### config.mk
export PLATFORM = sky130hd
export DESIGN_NAME = instr_seq
export DESIGN_NICKNAME = d
export VERILOG_FILES = /design/src/rtl/instr_seq.sv
export SDC_FILE = /design/constraint.sdc
export NUM_CORES = 1
export LEC_CHECK = 0
export CORE_ASPECT_RATIO = 1.4
export CORE_UTILIZATION = 38
export DETAILED_ROUTE_END_ITERATION = 12
export PLACE_DENSITY_LB_ADDON = 0.12
export SYNTH_ARGS = -nofsm -noshare
export SYNTH_HDL_FRONTEND = slang
export SYNTH_SLANG_ARGS = --single-unit
export TNS_END_PERCENT = 50
### constraint.sdc
create_clock -name clk -period 1.6 [get_ports clk]
set_input_delay 0.16 -clock clk [delete_from_list [all_inputs] [get_ports clk]]
set_output_delay 0.16 -clock clk [all_outputs]
set_load 0.02 [all_outputs]
### src/rtl/instr_seq.sv
// instr_seq: MSP430 instruction sequencer; Moore FSM driving the register file, memory bus and PC strobes.
// Optional feature macro: INSTR_SEQ_AUTOINC_EN enables the AUTOINC state for @Rn+ sources.
module instr_seq (
   input  logic        clk,
   input  logic        rst,
   input  logic [15:0] mdb_in,
   input  logic        mem_ready,
   output logic [3:0]  SA,
   output logic [3:0]  DA,
   output logic [1:0]  As,
   output logic        RW,
   output logic [15:0] ir_out,
   output logic        mem_rd,
   output logic        mem_wr,
   output logic [1:0]  mab_sel,
   output logic        ext_ld,
   output logic        pc_inc,
   output logic        pc_load,
   output logic [3:0]  state
);

   localparam logic [3:0] S_IDLE    = 4'd0;
   localparam logic [3:0] S_FETCH   = 4'd1;
   localparam logic [3:0] S_DECODE  = 4'd2;
   localparam logic [3:0] S_SRC_EXT = 4'd3;
   localparam logic [3:0] S_SRC_RD  = 4'd4;
   localparam logic [3:0] S_AUTOINC = 4'd5;
   localparam logic [3:0] S_DST_EXT = 4'd6;
   localparam logic [3:0] S_DST_RD  = 4'd7;
   localparam logic [3:0] S_EXEC    = 4'd8;
   localparam logic [3:0] S_DST_WR  = 4'd9;

   logic [3:0]  state_q, state_d;
   logic [15:0] ir_q, ir_d;
   logic        src_ext_q, src_ext_d;
   logic        pc_inc_q, pc_inc_d;
   logic        ext_ld_q, ext_ld_d;

   logic        is_jump, is_fmt1, is_fmt2, is_cg, no_wb, dst_mem;
   logic [3:0]  sa_f;
   logic [1:0]  as_f;
   logic [3:0]  dst_path;

   assign is_jump  = (ir_q[15:13] == 3'b001);
   assign is_fmt2  = (ir_q[15:10] == 6'b000100);
   assign is_fmt1  = (ir_q[15:12] >= 4'd4);
   assign sa_f     = is_fmt1 ? ir_q[11:8] : ir_q[3:0];
   assign as_f     = is_jump ? 2'b00 : ir_q[5:4];
   assign is_cg    = (sa_f == 4'd2) || (sa_f == 4'd3);
   assign no_wb    = is_fmt1 && ((ir_q[15:12] == 4'h9) || (ir_q[15:12] == 4'hB));
   assign dst_mem  = is_fmt1 && ir_q[7];
   assign dst_path = dst_mem ? S_DST_EXT : S_EXEC;

   // mem_rd/mem_wr are the request valid, mem_ready the ready: a request and its mab_sel stay
   // unchanged until a cycle with mem_ready high, which completes it. ext_ld/pc_inc follow that
   // cycle; mdb_in holds the completed read word until the next completion.
   always_comb begin
      state_d   = state_q;
      ir_d      = ir_q;
      src_ext_d = src_ext_q;
      pc_inc_d  = 1'b0;
      ext_ld_d  = 1'b0;
      case (state_q)
         S_IDLE:  state_d = S_FETCH;
         S_FETCH: begin
            if (mem_ready) begin
               ir_d     = mdb_in;
               pc_inc_d = 1'b1;
               state_d  = S_DECODE;
            end
         end
         S_DECODE: begin
            src_ext_d = 1'b0;
            if (is_jump)                      state_d = S_EXEC;
            else if (!(is_fmt1 || is_fmt2))   state_d = S_FETCH;
            else if (is_cg || as_f == 2'b00)  state_d = dst_path;
            else if (as_f == 2'b01)           state_d = S_SRC_EXT;
            else                              state_d = S_SRC_RD;
         end
         S_SRC_EXT: begin
            if (mem_ready) begin
               ext_ld_d  = 1'b1;
               pc_inc_d  = 1'b1;
               src_ext_d = 1'b1;
               state_d   = S_SRC_RD;
            end
         end
         S_SRC_RD: begin
            if (mem_ready) begin
`ifdef INSTR_SEQ_AUTOINC_EN
               state_d = (as_f == 2'b11) ? S_AUTOINC : dst_path;
`else
               state_d = dst_path;
`endif
            end
         end
         S_AUTOINC: state_d = dst_path;
         S_DST_EXT: begin
            if (mem_ready) begin
               ext_ld_d = 1'b1;
               pc_inc_d = 1'b1;
               state_d  = S_DST_RD;
            end
         end
         S_DST_RD: if (mem_ready) state_d = S_EXEC;
         S_EXEC:   state_d = (dst_mem && !no_wb) ? S_DST_WR : S_FETCH;
         S_DST_WR: if (mem_ready) state_d = S_FETCH;
         default:  state_d = S_IDLE;
      endcase
   end

   // pc_load is raised for every jump; the external condition logic qualifies it.
   always_comb begin
      mem_rd  = 1'b0;
      mem_wr  = 1'b0;
      mab_sel = 2'b00;
      RW      = 1'b0;
      pc_load = 1'b0;
      DA      = ir_q[3:0];
      case (state_q)
         S_FETCH, S_SRC_EXT, S_DST_EXT: mem_rd = 1'b1;
         S_SRC_RD: begin
            mem_rd  = 1'b1;
            mab_sel = src_ext_q ? 2'b10 : 2'b01;
         end
         S_AUTOINC: begin
            RW = 1'b1;
            DA = sa_f;
         end
         S_DST_RD: begin
            mem_rd  = 1'b1;
            mab_sel = 2'b11;
         end
         S_EXEC: begin
            pc_load = is_jump;
            RW      = (is_fmt1 || is_fmt2) && !dst_mem && !no_wb;
         end
         S_DST_WR: begin
            mem_wr  = 1'b1;
            mab_sel = 2'b11;
         end
         default: ;
      endcase
   end

   always_ff @(posedge clk) begin
      if (rst) begin
         state_q   <= S_IDLE;
         ir_q      <= 16'h0000;
         src_ext_q <= 1'b0;
         pc_inc_q  <= 1'b0;
         ext_ld_q  <= 1'b0;
      end else begin
         state_q   <= state_d;
         ir_q      <= ir_d;
         src_ext_q <= src_ext_d;
         pc_inc_q  <= pc_inc_d;
         ext_ld_q  <= ext_ld_d;
      end
   end

   assign SA     = sa_f;
   assign As     = as_f;
   assign ir_out = ir_q;
   assign pc_inc = pc_inc_q;
   assign ext_ld = ext_ld_q;
   assign state  = state_q;

endmodule
==> impl_metrics.env, run 1 <==
export IMPL_tightest_slew_ns=0.370
export IMPL_worstSetupStartpointType="flop"
export IMPL_cts_htree_levels=1
export IMPL_areaGrowthSynthToFinish_pct=85.2
export IMPL_globalplace_congestion=0.865
export IMPL_root_buffer="clkbuf_8"
export IMPL_setup_slack_ns=-0.152
export IMPL_ir_drop_mv=0.547
export IMPL_cap_violations=0
export IMPL_num_io_pins=57
export IMPL_p_seq_frac=0.386
export IMPL_cp_num_buf_inv=3
export IMPL_syn_inst=175
export IMPL_syn_area_mm2=0.00134
export IMPL_initial_utilization=0.396
export IMPL_cp_max_fo=12
export IMPL_nets=297
export IMPL_synth_seq_cells=23
export IMPL_drc=0
export IMPL_placed_cells=308
export IMPL_wl_per_cell_um=15.0
export IMPL_syn_nets=194
export IMPL_crit_top_cell="buf_4"
export IMPL_cts_buffers=3
export IMPL_coreArea_mm2=0.00338
export IMPL_clock_sinks=23
export IMPL_period_needed_ns=1.75
export IMPL_p_sw_frac=0.325
export IMPL_synth_seq_area_share=0.345
export IMPL_p_sw_mw=0.545
export IMPL_cts_tree="yes"
export IMPL_instances_no_fill=317
export IMPL_ant_nets=0
export IMPL_clock_fmax_mhz=571
export IMPL_fin_crit_sh=1.10
export IMPL_slowest_delay_ns=0.35
export IMPL_worst_ep_required_time_ns=1.77
export IMPL_powerDensity_mw_per_mm2=679
export IMPL_outcome="finished with violations"
export IMPL_grt_pass1_wl_um=7420
export IMPL_violations="negative setup slack"
export IMPL_synth_ff_type="dfxtp_1"
export IMPL_clock_skew_ns=0.00194
export IMPL_synth_cell_type_count=42
export IMPL_cp_arrival_ns=1.92
export IMPL_die_h_um=72.2
export IMPL_yosysWarningCount=0
export IMPL_syn_area_per_cell_um2=7.64
export IMPL_dr_first_iter_drc_count=33
export IMPL_clk_latency_ns=0.26
export IMPL_port_buffers=56
export IMPL_critical_path_cell_chain="buf_4 > buf_4 > nor4_2 > buf_4 > and3_1 > a2bb2oi_1 > a211oi_2"
export IMPL_min_path_type="input port to flop"
export IMPL_cts_buffer_depth=2
export IMPL_rsz0062_at_grt="true"
export IMPL_antenna_found_initial=0
export IMPL_vias_per_cell=5.24
export IMPL_final_core_util=0.733
export IMPL_slowest_stage="dfxtp_2"
export IMPL_clk_pin_slew_ns=0.08
export IMPL_grt_overflow=0
export IMPL_dr_pass1_iters=4
export IMPL_setup_viol=11
export IMPL_layout_common_cells="54 x buf_4, 40 x nand2_1, 37 x clkdlybuf4s50_1, 21 x a21oi_1, 16 x dfxtp_1"
export IMPL_fill_cells=273
export IMPL_p_clk_frac=0.218
export IMPL_finalInstanceArea_mm2=0.00247
export IMPL_num_vias=1660
export IMPL_routed_wl_um=4750
export IMPL_crit_family="buffers and inverters"
export IMPL_slew_viol_final=0
export IMPL_final_common_cell="buf_4"
export IMPL_p_comb_frac=0.396
export IMPL_crit_path_end_kind="flop"
export IMPL_die_w_um=52.1
export IMPL_p_leak_nw=1.06
export IMPL_grt_usage=0.259
export IMPL_path_class="flop to flop"
export IMPL_finalHoldViolations=0
export IMPL_grt_pass1_vias=1680
export IMPL_async_flop_share=0
export IMPL_p_int_mw=1.13
export IMPL_fp_dieArea_mm2=0.00376
export IMPL_hpwl_um=3540
export IMPL_relSlewSlack=0.751
export IMPL_grt_max_degree=20
export IMPL_drive_gt1_frac=0.397
export IMPL_power_mw=1.68
export IMPL_placementRows=25
export IMPL_synth_edf_count=0
export IMPL_antenna_cells=0
export IMPL_postPlaceCellArea_mm2=0.00229
==> kinds of logic after synthesis <==
family / synth area share
muxes: 0.0768
DFF: 0.345
AOI/OAI and AO/OA: 0.248
buffers and inverters: 0.0590
and+or+nand+nor: 0.265
xor gates and xnor gates: 0.00656
==> sequential cells by signal, summed over array words and instances, names as in the netlist <==
name,count
pc_inc,1
ir_out,16
state,4
src_ext_q,1
ext_ld,1
==> synth_stat cells (2+ instances only) <==
library cell	count	area (um2)
nor2b_1	3	18.8
o21ai_0	8	40.0
dfxtp_1	23	460
o31ai_1	2	15.0
clkbuf_1	6	22.5
nor3_1	4	20.0
nand2b_1	2	12.5
nand2_1	40	150
a211oi_1	2	15.0
mux2_2	6	67.6
buf_2	6	30.0
mux2i_1	2	20.0
and2_1	3	18.8
inv_1	7	26.3
nand4_1	2	12.5
a31oi_1	4	25.0
nor4b_1	2	17.5
a21oi_1	23	115
nor2_1	7	26.3
==> area by class of cell <==
| cell class | instances | area [um2] | share of cell area |
|---|---|---|---|
| sequential | 23 | 477 | 0.193 |
| tap | 40 | 50.0 | 0.0202 |
| clock buffer | 4 | 45.0 | 0.0182 |
| timing repair buffer | 110 | 967 | 0.391 |
| multi-input combinational | 133 | 910 | 0.368 |
| inverter | 7 | 26.3 | 0.0106 |
==> metrics by stage <==
step,setup WS (ns),hold WS [ns],setup TNS [ns]
after floorplan,-0.00119,0.286,-0.00119
after global placement,-0.295,0.442,-2.47
after detailed placement,-0.328,0.457,-2.90
after CTS,-0.178,0.438,-1.09
after global routing,-0.183,0.450,-1.61
final,-0.152,0.443,-1.03
==> worst register-to-register path, cell delays in order, from the launching register on <==
cell	delay (ns)
dfxtp_2	0.35
buf_4	0.16
buf_4	0.18
nor4_2	0.26
buf_4	0.18
and3_1	0.17
a2bb2oi_1	0.09
a211oi_2	0.27
==> what timing repair did <==
| action | CTS | global route |
|---|---|---|
| setup buffers | 2 | 3 |
| hold buffers | 0 | 0 |
| setup endpoints to repair | 22 | 34 |
| endpoints found under the hold margin | 0 | 0 |
| resized for setup | 80 | 34 |
| pin swaps | 4 | 9 |
==> final timing paths <==
check             start    endpoint  slack (ns)  cells past startpoint
min          mdb_in[15]  ir_out[15]        0.44                      3
max reg2reg    state[2]    state[1]       -0.15                      7
min reg2reg   ir_out[6]   ir_out[6]        0.47                      2
max            state[2]    state[1]       -0.15                      7
==> layer usage <==
metal | routed length [um] | global-route usage | vias up
met5 | 0 | 0 | -
met4 | 55 | 0.0901 | 0
met3 | 120 | 0.0335 | 4
met2 | 2820 | 0.516 | 41
met1 | 1750 | 0.261 | 797
li1 | - | - | 818
==> power by group through the flow <==
stage	logic, mW	registers (mW)	clock network (mW)
finish	0.666	0.648	0.366
global route	0.710	0.652	0.395
CTS	0.625	0.647	0.372
detailed placement	0.619	0.656	0
global placement	0.612	0.653	0
floorplan	0.255	0.693	0
No activity file was read; power rests on OpenSTA's default activity.
==> run 2: changes to the inputs <==
Settings changed: CORE_UTILIZATION 38 to 35.
==> run 2 against run 1 <==
- the flow still finishes with violations (negative setup slack)
- critical path depth down 2
- non-clock buffer count is 3 lower
- clock power down 2%
- hold slack worse by 0.0039 ns
- critical path type is now flop to primary output
- sequential cell count unchanged
- sequential power shrank 0.6%
==> impl_metrics.env, run 2 (synthesis results as in run 1) <==
export IMPL_outcome="finished with violations"
export IMPL_grt_overflow=0
export IMPL_clk_latency_ns=0.26
export IMPL_clk_pin_slew_ns=0.08
export IMPL_rsz0062_at_grt="true"
export IMPL_cts_htree_levels=1
export IMPL_cts_buffer_depth=2
export IMPL_fin_setup_tns_ns=-0.800
export IMPL_ant_nets=0
export IMPL_placed_cells=303
export IMPL_period_needed_ns=1.71
export IMPL_hpwl_um=3300
export IMPL_dr_pass1_iters=4
export IMPL_final_common_cell="buf_4"
export IMPL_path_class="flop to primary output"
export IMPL_worst_ep_required_time_ns=1.44
export IMPL_coreArea_mm2=0.00364
export IMPL_violations="negative setup slack"
export IMPL_slowest_delay_ns=0.34
export IMPL_setup_slack_ns=-0.113
export IMPL_crit_family="multiplexers"
export IMPL_setup_viol=11
export IMPL_drive_gt1_frac=0.369
export IMPL_power_mw=1.64
export IMPL_clock_fmax_mhz=584
export IMPL_grt_pass1_wl_um=7320
export IMPL_wl_per_cell_um=15.1
export IMPL_critical_path_cell_chain="nand2b_4 > nor3b_4 > buf_6 > mux2_2 > buf_4"
export IMPL_cts_tree="yes"
export IMPL_cap_violations=0
export IMPL_min_path_type="input port to flop"
export IMPL_nets=294
export IMPL_largest_reg_flops=16
export IMPL_fp_dieArea_mm2=0.00407
export IMPL_antenna_cells=0
export IMPL_num_vias=1668
export IMPL_cp_max_fo=5
export IMPL_cts_buffers=3
export IMPL_die_h_um=75.1
export IMPL_grt_pass1_vias=1627
export IMPL_clock_sinks=23
export IMPL_drc=0
export IMPL_grt_usage=0.244
export IMPL_tightest_slew_ns=0.330
export IMPL_initial_utilization=0.367
export IMPL_cp_num_buf_inv=2
export IMPL_powerDensity_mw_per_mm2=686
export IMPL_worstSetupStartpointType="flop"
export IMPL_ir_drop_mv=0.485
export IMPL_dr_first_iter_drc_count=51
export IMPL_fin_crit_sh=1.07
export IMPL_root_buffer="clkbuf_8"
export IMPL_final_core_util=0.657
export IMPL_fill_cells=318
export IMPL_grt_max_degree=19
export IMPL_port_buffers=56
export IMPL_r2r_slack_ns=-0.09
export IMPL_routed_wl_um=4770
export IMPL_antenna_found_initial=0
export IMPL_globalplace_congestion=0.892
export IMPL_slew_viol_final=0
export IMPL_cp_arrival_ns=1.55
export IMPL_clock_skew_ns=0.00174
export IMPL_crit_path_end_kind="primary output"
export IMPL_layout_common_cells="46 x buf_4, 38 x nand2_1, 36 x clkdlybuf4s50_1, 23 x a21oi_1, 17 x dfxtp_1"
export IMPL_finalHoldViolations=0
export IMPL_vias_per_cell=5.28
export IMPL_areaGrowthSynthToFinish_pct=79.0
export IMPL_slowest_stage="mux2_2"
export IMPL_p_leak_nw=1.02
export IMPL_placementRows=26
export IMPL_num_io_pins=57
export IMPL_instances_no_fill=316
export IMPL_die_w_um=54.2
export IMPL_relSlewSlack=0.777
## run 2: cell count changes in the layout (fill, tap and decap cells not counted), moves of 3 or more
cell,delta
buf_4,-8
buf_2,+6
mux2_2,+5
mux2_4,-5
buf_6,+3
## run 2: worst min-delay path: cells and delay by family
family / cells / cell delay, ns
AO/OA/AOI/OAI: 1 / 0.05
buffers and inverters: 1 / 0.40
AND/OR/NAND/NOR: 1 / 0.06
## run 2: area by class of cell
class	count	area, um2	area share
clock buffer	4	45.0	0.0188
inverter	7	28.8	0.0120
multi-input combinational	133	877	0.367
sequential	23	470	0.197
tap	42	52.6	0.0220
timing repair buffer	107	918	0.384
## run 2: path summary, 6_finish.rpt
check / cells past startpoint / endpoint / startpoint
worst min-delay path: 3 / ir_out[15] / mdb_in[15]
worst max-delay path: 5 / DA[3] / state[3]
worst max register to register: 6 / state[1] / ir_out[15]
worst min register to register: 2 / ir_out[6] / ir_out[6]
## run 2: stage by stage
stage | setup WS (ns) | hold WS, ns | instance area, um2
3_3_place_gp | -0.285 | 0.442 | 2230
6_report | -0.113 | 0.439 | 2390
5_1_grt | -0.205 | 0.444 | 2390
4_1_cts | -0.180 | 0.435 | 2330
2_1_floorplan | -0.00119 | 0.286 | 1360
3_5_place_dp | -0.301 | 0.468 | 2230
## run 2: power by group
part / switching (mW) / total, mW / internal (mW)
clock: 0.180 / 0.358 / 0.178
combinational: 0.319 / 0.641 / 0.321
sequential: 0.0344 / 0.644 / 0.609
total: 0.534 / 1.64 / 1.11
## run 2: routing by layer
metal | global-route usage | vias up | part of all wire
met5 | 0 | - | 0
met3 | 0.0323 | 6 | 0.051
li1 | - | 817 | -
met2 | 0.465 | 58 | 0.57
met1 | 0.271 | 787 | 0.37
met4 | 0.0684 | 0 | 0.0092
## run 2: repair_timing
action                                  4_1_cts  5_1_grt
buffers inserted                              6        2
pin swaps                                     7        6
gates cloned                                  0        1
resized for setup                            85       24
endpoints found under the setup margin       24       33
hold buffers                                  0        0
